$ cat src/rtl/vector_lsu.sv
// vector_lsu: moves DATA_W-bit vectors between the RF load/store port pair and a MEM_W-bit word memory.
// Optional macro VLSU_ALIGN_CHECK_EN: misaligned commands end at once with done+error instead of aligning down.
module vector_lsu #(
  parameter int unsigned DATA_W = 512,
  parameter int unsigned MEM_W  = 64,
  parameter int unsigned ADDR_W = 32,
  parameter int unsigned REG_AW = 3
) (
  input  logic              clk,
  input  logic              reset,
  input  logic              cmd_valid,
  output logic              cmd_ready,
  input  logic              cmd_is_store,
  input  logic [REG_AW-1:0] cmd_reg,
  input  logic [ADDR_W-1:0] cmd_addr,
  output logic              done,
  output logic              error,
  output logic              mem_req,
  output logic              mem_we,
  output logic [ADDR_W-1:0] mem_addr,
  output logic [MEM_W-1:0]  mem_wdata,
  input  logic              mem_ack,
  input  logic [MEM_W-1:0]  mem_rdata,
  output logic              load,
  output logic [REG_AW-1:0] load_addr_reg,
  output logic [DATA_W-1:0] load_data,
  output logic              store,
  output logic [REG_AW-1:0] store_addr_reg,
  input  logic [DATA_W-1:0] store_data
);

  localparam int unsigned BEATS  = DATA_W / MEM_W;
  localparam int unsigned BYTES  = MEM_W / 8;
  localparam int unsigned CNT_W  = (BEATS > 1) ? $clog2(BEATS) : 1;
  localparam int unsigned BUF_IW = (DATA_W > 1) ? $clog2(DATA_W) : 1;

  typedef enum logic [2:0] {
    S_IDLE, S_RF_RD, S_RF_CAP, S_MEM_WR, S_MEM_RD, S_RF_WR, S_DONE
  } state_t;

  state_t              r_state;
  logic                r_ready;
  logic [REG_AW-1:0]   r_reg;
  logic [CNT_W-1:0]    r_idx;
  logic [ADDR_W-1:0]   r_mem_addr;
  logic [DATA_W-1:0]   r_buf;
  logic [MEM_W-1:0]    r_wdata;
  logic                r_mem_req;
  logic                r_mem_we;
  logic                r_load;
  logic                r_store;
  logic                r_done;

  logic [ADDR_W-1:0]   w_base;
  logic                w_bad;
  logic                w_last;
  logic [CNT_W-1:0]    w_next_idx;
  logic [BUF_IW-1:0]   w_cur_ofs;
  logic [BUF_IW-1:0]   w_next_ofs;

  // Beat addresses always start word-aligned; low offset bits are dropped here.
  assign w_base     = cmd_addr & ~ADDR_W'(BYTES - 1);
  assign w_last     = (r_idx == CNT_W'(BEATS - 1));
  assign w_next_idx = r_idx + CNT_W'(1);
  assign w_cur_ofs  = BUF_IW'(32'(r_idx) * MEM_W);
  assign w_next_ofs = BUF_IW'(32'(w_next_idx) * MEM_W);

`ifdef VLSU_ALIGN_CHECK_EN
  logic r_error;
  assign w_bad = |(cmd_addr & ADDR_W'(BYTES - 1));
  assign error = r_error;
`else
  assign w_bad = 1'b0;
  assign error = 1'b0;
`endif

  always_ff @(posedge clk or negedge reset) begin
    if (!reset) begin
      r_state    <= S_IDLE;
      r_ready    <= 1'b1;
      r_reg      <= '0;
      r_idx      <= '0;
      r_mem_addr <= '0;
      r_buf      <= '0;
      r_wdata    <= '0;
      r_mem_req  <= 1'b0;
      r_mem_we   <= 1'b0;
      r_load     <= 1'b0;
      r_store    <= 1'b0;
      r_done     <= 1'b0;
`ifdef VLSU_ALIGN_CHECK_EN
      r_error    <= 1'b0;
`endif
    end else begin
      r_load  <= 1'b0;
      r_store <= 1'b0;
      r_done  <= 1'b0;
`ifdef VLSU_ALIGN_CHECK_EN
      r_error <= 1'b0;
`endif
      case (r_state)
        S_IDLE: begin
          if (cmd_valid) begin
            r_ready    <= 1'b0;
            r_reg      <= cmd_reg;
            r_idx      <= '0;
            r_mem_addr <= w_base;
            if (w_bad) begin
              r_state <= S_DONE;
              r_done  <= 1'b1;
`ifdef VLSU_ALIGN_CHECK_EN
              r_error <= 1'b1;
`endif
            end else if (cmd_is_store) begin
              r_state <= S_RF_RD;
              r_store <= 1'b1;
            end else begin
              r_state   <= S_MEM_RD;
              r_mem_req <= 1'b1;
              r_mem_we  <= 1'b0;
            end
          end
        end
        S_RF_RD: r_state <= S_RF_CAP;
        // RF read data arrives one cycle after the strobe.
        S_RF_CAP: begin
          r_buf     <= store_data;
          r_wdata   <= store_data[MEM_W-1:0];
          r_mem_req <= 1'b1;
          r_mem_we  <= 1'b1;
          r_state   <= S_MEM_WR;
        end
        S_MEM_WR: begin
          if (mem_ack) begin
            r_idx      <= w_next_idx;
            r_mem_addr <= r_mem_addr + ADDR_W'(BYTES);
            if (w_last) begin
              r_mem_req <= 1'b0;
              r_mem_we  <= 1'b0;
              r_done    <= 1'b1;
              r_state   <= S_DONE;
            end else begin
              r_wdata <= r_buf[w_next_ofs +: MEM_W];
            end
          end
        end
        S_MEM_RD: begin
          if (mem_ack) begin
            r_buf[w_cur_ofs +: MEM_W] <= mem_rdata;
            r_idx      <= w_next_idx;
            r_mem_addr <= r_mem_addr + ADDR_W'(BYTES);
            if (w_last) begin
              r_mem_req <= 1'b0;
              r_load    <= 1'b1;
              r_state   <= S_RF_WR;
            end
          end
        end
        S_RF_WR: begin
          r_done  <= 1'b1;
          r_state <= S_DONE;
        end
        S_DONE: begin
          r_ready <= 1'b1;
          r_state <= S_IDLE;
        end
        default: begin
          r_ready <= 1'b1;
          r_state <= S_IDLE;
        end
      endcase
    end
  end

  assign cmd_ready      = r_ready;
  assign done           = r_done;
  assign mem_req        = r_mem_req;
  assign mem_we         = r_mem_we;
  assign mem_addr       = r_mem_addr;
  assign mem_wdata      = r_wdata;
  assign load           = r_load;
  assign load_addr_reg  = r_reg;
  assign load_data      = r_buf;
  assign store          = r_store;
  assign store_addr_reg = r_reg;

endmodule

$ cat config.mk
export PLATFORM = sky130hd
export DESIGN_NAME = vector_lsu
export DESIGN_NICKNAME = d
export VERILOG_FILES = /design/src/rtl/vector_lsu.sv
export SDC_FILE = /design/constraint.sdc
export NUM_CORES = 1
export LEC_CHECK = 0
export CORE_AREA = 2 2 477 479
export CTS_CLUSTER_SIZE = 24
export DETAILED_ROUTE_END_ITERATION = 6
export DIE_AREA = 0 0 479 481
export HOLD_SLACK_MARGIN = 0.1
export PLACE_DENSITY_LB_ADDON = 0.1
export SLEW_MARGIN = 20
export SYNTH_ARGS = -nofsm -noshare
export SYNTH_HDL_FRONTEND = slang
export SYNTH_SLANG_ARGS = --single-unit
$ cat constraint.sdc
create_clock -name clk -period 3.2 [get_ports clk]
set_input_delay 0.32 -clock clk [delete_from_list [all_inputs] [get_ports clk]]
set_output_delay 0.32 -clock clk [all_outputs]
set_load 0.03 [all_outputs]
==> metrics.yaml, run 1 <==
critical_path:
  critPathKind: "reg2reg"
  critical-path-top-delay-family: "buffers and inverters"
  cp-start-kind: "flip-flop"
  crit_buf_inv: 3
  worstPathArrival_ns: 3.55
  crit_path_max_fanout: 29
  required_ns: 3.79
  cpPeakStageDelay_ns: 0.51
  cp-end-kind: "flip-flop"
  crit_slowest_cell: "dfrtp_4"
  crit_top_cell: "inv_1"
  ff2ff_setup_slack_ns: 0.23
  path_cells: "inv_1 > ha_4 > ha_1 > inv_1 > and3_4 > o21a_4 > buf_12 > mux2_2"
route:
  vias_per_cell: 4.529
  drc: 0
  final_antenna_net_count: 0
  route.final.wire_length_mm: 254.1
  firstDrtPassIters: 5
  via_count: 32180
  wl_per_cell_um: 35.77
  drt_iter0_drc: 2222
cts:
  ctsHoldBuffers: 7
  insertion_delay_ns: 0.73
  clockRootBuffer: "clkbuf_16"
  cts.repair.resized: 0
  path_clk_slew_ns: 0.06
  cts_buffers: 91
  cts_tree: "done"
  htree_levels: 3
  cts.path.max_buffers: 3
  cts_setup_buffers: 0
  clock_sinks: 620
yosys:
  ys_types: 70
  synth_warnings: 0
  synth_top_flop_cell: "dfrtp_1"
  synth_edf_count: 0
  ys_seq_area_share_pct: 47.21
  syn_area_um2: 32870
  ys_ff_latch: 620
  async_reset_ff_share_pct: 100.0
  postSynthAreaPerCell_um2: 11.31
  synth_top_area_cell: "dfrtp_1"
  ys_top_cells_by_area: "dfrtp_1 47%, mux4_2 8.8%, a22oi_1 4.5%"
  synth_common_cells: "619 x dfrtp_1, 233 x clkbuf_1, 199 x o22ai_1, 198 x a22oi_1, 161 x nand2_1"
  syn_inst: 2906
  yosysMostFrequentCell: "dfrtp_1"
  synth_top_area_share_pct: 47.13
floorplan:
  initial_core_util_pct: 14.56
  rows: 175
  coreArea_um2: 225700
  io_pins: 1237
  die_h_um: 481
  die_area_um2: 230400
  fp.dieW_um: 479
sta:
  clock_skew_ns: 0.04052
  slew_viol_final: 0
  max-slew-margin-rel_pct: 34.45
  post-route-min-period_ns: 2.968
  final-hold-violation-count: 0
  max_slew.worst_pin.slew_ns: 0.9801
  setup_tns_ns: 0
  rsz0062_at_grt: "no"
  fmax_mhz: 336.9
  period_share_pct: 92.75
  setup_violations: 0
hold_path:
  hp-class: "in2reg"
power:
  switchingPower_mw: 33.56
  clkPwrFrac_pct: 15.1
  p_comb_share_pct: 60.8
  sequentialPowerShare_pct: 24.1
  power.internal_mw: 34.94
  leakage_nw: 19.80
  ir_drop_v: 0.0006786
  switching_share_pct: 48.99
  power_density_nw_per_um2: 1305
  finalPower_mw: 68.50
global_route:
  grt_pass1_vias: 33600
  grt-busiest-layer: "met2"
  antenna_found_initial: 86
  grt_start_max_net_pins: 83
  grt_use_total_pct: 21.29
  use_met3_pct: 6.462
  grt_pass1_wl_mm: 335.5
  met2_usage_pct: 36.70
  overflow: 0
  grtUsageMet1_pct: 25.93
status:
  status: "finished clean"
run:
  drv_cap: 0
cells_and_area:
  largest_reg_flops: 512
  area_delta_synth_final_pct: 59.73
  fin_nets: 4635
  layout.cells.non_filler: 7104
  layout-drive-gt1-share_pct: 15.24
place:
  place_congestion: 0.8109
  portBuffers: 1229
  dp.cells: 6917
  dp_hpwl_mm: 184.2
## worst min-delay path: stages
cell and delay (ns):
clkdlybuf4s50_1 0.40, nand3_1 0.08, nand4b_1 0.10
## cell families after synthesis
family	after synthesis	share of synthesized area [%]
compound gates	1082	23.22
fa+ha+maj	10	0.3807
buf+inv	384	5.120
flops	620	47.21
mux	394	18.29
other cells	1	0.01141
simple gates	415	5.771
## stage by stage
| stage | setup slack (ns) | hold WS, ns | util [%] | instance area [µm²] |
|---|---|---|---|---|
| final | 0.2320 | 0.2346 | 23.26 | 52500 |
| after global routing | 0.1014 | 0.2096 | 23.24 | 52460 |
| after CTS | 0.1885 | 0.1340 | 23.22 | 52420 |
| after detailed placement | 0.2012 | 0.2937 | 21.90 | 49440 |
| after global placement | 0.2280 | 0.2950 | 21.90 | 49440 |
| after floorplan | 0.04139 | 0.02441 | - | 32880 |
## layer usage
metal / wire length [µm] / vias to the layer above
met5: 467 / -
li1: - / 13540
met2: 125100 / 1301
met4: 5566 / 72
met3: 18920 / 297
met1: 104100 / 16970
## cell usage in the layout, fill, tap and decap left out, types with 72 or more instances in the layout
master / synthesis / final
a21oi_1: 151 / 149
a22o_1: 137 / 137
a22oi_1: 198 / 198
a2bb2oi_1: 131 / 131
buf_12: 0 / 72
clkbuf_16: 0 / 93
clkdlybuf4s50_1: 0 / 1228
dfrtp_1: 619 / 618
mux2_2: 132 / 132
mux2i_1: 74 / 74
mux4_2: 128 / 128
nand2_1: 161 / 161
nor2_1: 141 / 141
o21ai_0: 141 / 141
o22ai_1: 199 / 199
## worst paths after layout
path	start	depth (start not counted)	to
min in group asynchronous	reset	3	load_data[511]
max in group asynchronous	reset	5	load_data[45]
worst max register to register	r_idx[0]	8	load_data[418]
worst max-delay path	r_idx[0]	8	load_data[418]
worst min register to register	cmd_ready	2	cmd_ready
worst min-delay path	cmd_addr[28]	3	mem_addr[28]
## cell type report
type,count,area (µm²)
flip-flops and latches,620,15520
diodes,21,52.55
inverters,15,56.30
clock buffers,136,2649
multi-input cells,1905,15860
repair buffers,1376,14350
clock inverters,22,251.5
well taps,3009,3765
fillers,24170,173200
## power by group through the flow
stage                     Clock [mW]  Sequential, mW  Combinational (mW)
after detailed placement           0            16.6                42.3
after floorplan                    0            22.0                15.5
after global placement             0            16.6                42.3
after global routing            11.0            17.0                43.8
final                           10.4            16.5                41.7
after CTS                       10.8            16.5                42.5
(Power assumes the default switching activity.)
==> run 2: changes to the inputs <==
Settings changed: ABC_CLOCK_PERIOD_IN_PS set to 3200, SETUP_SLACK_MARGIN set to 0.02.
==> results of run 2 <==
No change in the layout: final DEF, timing and power equal those of run 1.
